[src/rtl/store_buffer_pkg.sv]
// Shared constants and entry layout for the store buffer.
// Latency: n/a (types and constants only).
// Backpressure: n/a.
package store_buffer_pkg;

  localparam int SB_AW = 32;
  localparam int SB_DW = 32;

  // One buffered store at the default address/data widths.
  typedef struct packed {
    logic [SB_AW-1:0] addr;
    logic [SB_DW-1:0] data;
  } sb_entry_t;

endpackage

[src/rtl/store_buffer_fwd.sv]
// Store-to-load forwarding: word-address match over occupied entries, youngest wins.
// Latency: purely combinational, same cycle as ld_word_i.
// Backpressure: none; sees registered buffer state only, so same-cycle pushes are invisible.
module store_buffer_fwd #(
  parameter int DEPTH = 4,
  parameter int AW    = 32,
  parameter int DW    = 32
) (
  input  logic [DEPTH-1:0][AW-3:0] addr_i,
  input  logic [DEPTH-1:0][DW-1:0] data_i,
  input  logic [$clog2(DEPTH)-1:0] rd_ptr_i,
  input  logic [$clog2(DEPTH):0]   count_i,
  input  logic [AW-3:0]            ld_word_i,
  output logic                     ld_hit_o,
  output logic [DW-1:0]            ld_data_o
);

  logic [$clog2(DEPTH)-1:0] idx;

  // Walk from oldest to youngest; a later (younger) match overrides an earlier one.
  always_comb begin
    ld_hit_o  = 1'b0;
    ld_data_o = '0;
    idx       = '0;
    for (int k = 0; k < DEPTH; k++) begin
      idx = rd_ptr_i + k[$clog2(DEPTH)-1:0];
      if ((k < int'(count_i)) && (addr_i[idx] == ld_word_i)) begin
        ld_hit_o  = 1'b1;
        ld_data_o = data_i[idx];
      end
    end
  end

endmodule

[src/rtl/store_buffer.sv]
// Store buffer FIFO between core stores and data memory, with optional load forwarding (STORE_BUFFER_FWD_EN).
// Latency: a push is visible on mem_valid/ld_hit one cycle later; forwarding lookup is combinational.
// Backpressure: st_full stalls the core; mem_ready low holds the oldest entry stable on mem_addr/mem_data.
module store_buffer
  import store_buffer_pkg::*;
#(
  parameter int DEPTH = 4,
  parameter int AW    = SB_AW,
  parameter int DW    = SB_DW
) (
  input  logic                   clk,
  input  logic                   reset,
  input  logic                   st_en,
  input  logic [AW-1:0]          st_addr,
  input  logic [DW-1:0]          st_data,
  output logic                   st_full,
  input  logic [AW-1:0]          ld_addr,
  output logic                   ld_hit,
  output logic [DW-1:0]          ld_data,
  output logic                   mem_valid,
  input  logic                   mem_ready,
  output logic [AW-1:0]          mem_addr,
  output logic [DW-1:0]          mem_data,
  output logic [$clog2(DEPTH):0] count,
  output logic                   overflow
);

  localparam int PW = $clog2(DEPTH);
  localparam int CW = PW + 1;

  // Same layout as sb_entry_t, sized by this instance's parameters.
  typedef struct packed {
    logic [AW-1:0] addr;
    logic [DW-1:0] data;
  } entry_t;

  entry_t        ent_q [DEPTH];
  logic [PW-1:0] wr_q, wr_d;
  logic [PW-1:0] rd_q, rd_d;
  logic [CW-1:0] cnt_q, cnt_d;
  logic          ovf_q, ovf_d;
  logic          push, pop;

  // Full is taken from the registered count, so a pop cannot make room for a same-cycle push.
  assign st_full   = (cnt_q == CW'(DEPTH));
  assign mem_valid = (cnt_q != '0);
  assign push      = st_en && !st_full;
  assign pop       = mem_valid && mem_ready;
  assign mem_addr  = ent_q[rd_q].addr;
  assign mem_data  = ent_q[rd_q].data;
  assign count     = cnt_q;
  assign overflow  = ovf_q;

  // Next-state for pointers, occupancy and the sticky overflow flag.
  always_comb begin
    wr_d  = wr_q;
    rd_d  = rd_q;
    cnt_d = cnt_q;
    ovf_d = ovf_q | (st_en & st_full);
    if (push) wr_d = wr_q + 1'b1;
    if (pop)  rd_d = rd_q + 1'b1;
    case ({push, pop})
      2'b10:   cnt_d = cnt_q + 1'b1;
      2'b01:   cnt_d = cnt_q - 1'b1;
      default: cnt_d = cnt_q;
    endcase
  end

  // Control state register; reset discards every pending entry.
  always_ff @(posedge clk) begin
    if (reset) begin
      wr_q  <= '0;
      rd_q  <= '0;
      cnt_q <= '0;
      ovf_q <= 1'b0;
    end else begin
      wr_q  <= wr_d;
      rd_q  <= rd_d;
      cnt_q <= cnt_d;
      ovf_q <= ovf_d;
    end
  end

  // Entry storage; contents after reset are don't-care since count gates every use.
  always_ff @(posedge clk) begin
    if (push) ent_q[wr_q] <= '{addr: st_addr, data: st_data};
  end

`ifdef STORE_BUFFER_FWD_EN
  logic [DEPTH-1:0][AW-3:0] fwd_addr;
  logic [DEPTH-1:0][DW-1:0] fwd_data;
  logic                     unused_ld_bits;

  // Flatten entries to word addresses for the match network.
  always_comb begin
    fwd_addr = '0;
    fwd_data = '0;
    for (int i = 0; i < DEPTH; i++) begin
      fwd_addr[i] = ent_q[i].addr[AW-1:2];
      fwd_data[i] = ent_q[i].data;
    end
  end

  assign unused_ld_bits = ^ld_addr[1:0];

  store_buffer_fwd #(
    .DEPTH(DEPTH),
    .AW   (AW),
    .DW   (DW)
  ) u_fwd (
    .addr_i   (fwd_addr),
    .data_i   (fwd_data),
    .rd_ptr_i (rd_q),
    .count_i  (cnt_q),
    .ld_word_i(ld_addr[AW-1:2]),
    .ld_hit_o (ld_hit),
    .ld_data_o(ld_data)
  );
`else
  logic unused_ld_addr;

  assign unused_ld_addr = ^ld_addr;
  assign ld_hit         = 1'b0;
  assign ld_data        = '0;
`endif

endmodule

[config.mk]
export PLATFORM = sky130hd
export DESIGN_NAME = store_buffer
export DESIGN_NICKNAME = d
export VERILOG_FILES = /design/src/rtl/store_buffer_pkg.sv /design/src/rtl/store_buffer_fwd.sv /design/src/rtl/store_buffer.sv
export SDC_FILE = /design/constraint.sdc
export NUM_CORES = 1
export LEC_CHECK = 0
export BUFFER_PORTS_ARGS = -buffer_cell sky130_fd_sc_hd__buf_2
export CELL_PAD_IN_SITES_DETAIL_PLACEMENT = 1
export CELL_PAD_IN_SITES_GLOBAL_PLACEMENT = 2
export CORE_MARGIN = 8
export CORE_UTILIZATION = 41
export DETAILED_ROUTE_END_ITERATION = 10
export PLACE_DENSITY = 0.76
export RECOVER_POWER = 25
export REMOVE_ABC_BUFFERS = 1
export SLEW_MARGIN = 25
export SYNTH_ARGS = -nofsm -noshare
export SYNTH_HDL_FRONTEND = slang
export SYNTH_SLANG_ARGS = --single-unit
[constraint.sdc]
create_clock -name clk -period 4.2 [get_ports clk]
set_clock_uncertainty 0.2 [all_clocks]
set_input_delay 0.84 -clock clk [delete_from_list [all_inputs] [get_ports clk]]
set_output_delay 0.84 -clock clk [all_outputs]
set_load 0.005 [all_outputs]
==> qor.txt <==
Run status = finished, final reports clean
Clk_lat worst skew = 0.53 ns
Pwr Density = 596 nW/um^2
Synth-to-Final Area Change = 17.7%
Nets = 687
RSZ-0062 raised after global routing = false
Leakage dissipation = 3.95 nW
Row cnt = 57
Final Util = 0.488
TritonCTS clock tree = built
Count of cell types in the netlist = 26
Yosys Warn Count = 0
Initial DRC Count = 233
Sequential share of the synthesized area = 0.784
Multiplexer share of the synthesized area = 0.146
Setup TNS = 0 ns
H-tree Lvls = 1
Global-route wire length before repair = 30,900 um
Mapped cell area = 10,100 um^2
Core area = 24,200 um^2
Total routed wirelength = 19,900 um
Setup Viol. Count Final = 0
Post-place setup slack = 1.26 ns
Register-to-Register Setup Slack = 1.62 ns
Wire per inst = 21.4 um
Tmin final = 3.24 ns
Max VDD drop = 0.338 mV
Final hold violation count = 0
Reg2reg end = count[2]
Vias per Instance = 4.95
Reg2reg path depth = 9
Critical path class = flip-flop to output pin
Simple-gate share of the synthesized area = 0.00982
Hold buffer count at cts = 0
WP data required = 3.16 ns
Largest net degree at the start of global routing = 65
CP startpoint kind = flip-flop
Critical path peak fanout = 19
Clock Tree Root = clkbuf_16
Max Clk Rate = 0.309 GHz
Via count = 4,583
Detailed placement HPWL = 12,400 um
Die height = 173 um
Overflow after GRT = 0
Worst Slack Setup Final = 0.965 ns
Clock Sink Count = 266
Synth Register Bits = 266
Number of global-route vias before repair = 5,239
Pre-antenna DRT Iters = 4
Reg clk slew, reported paths = 0.06 ns
Synth Area in Compound Gates = 0.00472
CTS max path bufs = 3
Diodes inserted = 0
Reg2reg start = count[2]
Mapped Cells = 423
CP Capture Type = output pin
Hold Path Sink = overflow
Final slew viol count = 0
Hold path cells = 2
Max-slew headroom = 0.516
Final Cycle Share = 0.770
Port Buffer Count = 137
DRC Markers = 0
Max Cap Viol = 0
Die area = 29,800 um^2
Initial core utilization = 0.415
Post-CTS Resized = 0
Worst hold-check path type = flip-flop to flip-flop
GRT Total Usage = 0.131
Initial antenna violation count = 3
XOR/XNOR Fraction of Synth Area = 0.00348
RD Place Congestion = 0.711
Layout cell share with drive strength beyond 1 = 0.342
Synth Area in Adders = 0.00820
Post-CTS Setup Inserts = 0
Tightest Pin Transition = 0.726 ns
DRT antenna net count = 0
Num CTS Buffers = 28
Top Ports = 203
Min-delay src = overflow
Power after layout = 7.06 mW
Largest family of logic cells by synthesized area = multiplexers
Die width = 173 um
Post-Syn Area per Cell = 23.8 um^2
CP arrival = 2.20 ns
[worst max-delay path, cell delays in order, from the launching register on]
cell,delay [ns]
dfxtp_4,0.48
buf_4,0.39
mux4_1,0.62
buf_2,0.15
[worst max path at each step]
stage / cells past startpoint / endpoint / from / slack, ns
after floorplan: 1 / mem_addr[20] / flip-flop / -0.23
after CTS: 3 / mem_addr[29] / flip-flop / 0.89
after global placement: 5 / ent_q[2][1] / st_en / 1.35
after detailed placement: 5 / ent_q[3][61] / st_en / 1.26
final: 3 / mem_addr[29] / flip-flop / 0.96
after global routing: 3 / mem_addr[29] / flip-flop / 0.81
[cell usage after synthesis (all sizes together)]
cell type / n / area share
nand2b: 2 / 0.0012
dfxtp: 10 / 0.020
mux4: 64 / 0.14
o21ai: 2 / 0.00099
mux2i: 1 / 0.00099
buf: 46 / 0.041
conb: 1 / 0.00037
xnor2: 1 / 0.00087
ha: 5 / 0.0062
fa: 1 / 0.0020
clkbuf: 2 / 0.00087
or3: 3 / 0.0019
edfxtp: 256 / 0.76
nor3b: 1 / 0.0012
o311ai: 1 / 0.00087
and2: 4 / 0.0025
xor2: 3 / 0.0026
nor2: 8 / 0.0030
o31a: 1 / 0.00087
a21oi: 4 / 0.0020
inv: 7 / 0.0026
[flip-flops by register name, summed over array words and instances, names as in the netlist, named ones only]
name	cells
wr_q	2
rd_q	2
count	3
ent_q	256
overflow	1
[area by class of cell]
type,count,area [um^2]
inverter,7,26.3
fill,2285,12400
clock inverter,9,87.6
multi-input combinational,134,1860
clock buffer,42,795
timing repair buffer,144,772
sequential,266,7900
tap,324,405
[per-layer routing]
layer / vias to the layer above / wire length, um / global-route usage
met1: 2399 / 8160 / 0.160
met5: - / 35 / 0
met4: 6 / 315 / 0.0298
met3: 35 / 1420 / 0.0394
li1: 2002 / - / -
met2: 141 / 9930 / 0.227
[layout by cell type, fill, tap and decap left out, types with 3 or more instances in the layout]
master,n
a21oi_1,4
and2_4,4
buf_12,5
buf_2,98
clkbuf_1,50
clkbuf_16,29
clkinv_1,6
conb_1,33
dfxtp_1,8
edfxtp_1,256
ha_1,5
inv_1,7
mux4_1,4
mux4_2,60
nor2_1,8
or3_1,3
xor2_1,3
[kinds of logic after synthesis]
| group | after synthesis |
|---|---|
| xor+xnor | 4 |
| fa+ha+maj | 6 |
| mux | 65 |
| other cells | 1 |
| buf+inv | 55 |
| simple gates | 18 |
| compound gates | 8 |
| flops | 266 |
[stage by stage]
step	cells	hold WS [ns]	instance area [um^2]
finish	926	0.286	11800
global route	926	0.330	11800
CTS	925	0.296	11900
detailed placement	874	0.279	11000
global placement	874	0.266	11000
floorplan	407	0.260	9770
[power by group]
group	internal (mW)	total, mW	switching (mW)
Sequential	3.17	3.29	0.113
Combinational	0.752	1.42	0.673
Clock	1.42	2.35	0.930
Total	5.34	7.06	1.72
Note: power is estimated with default switching activity, not from simulation.
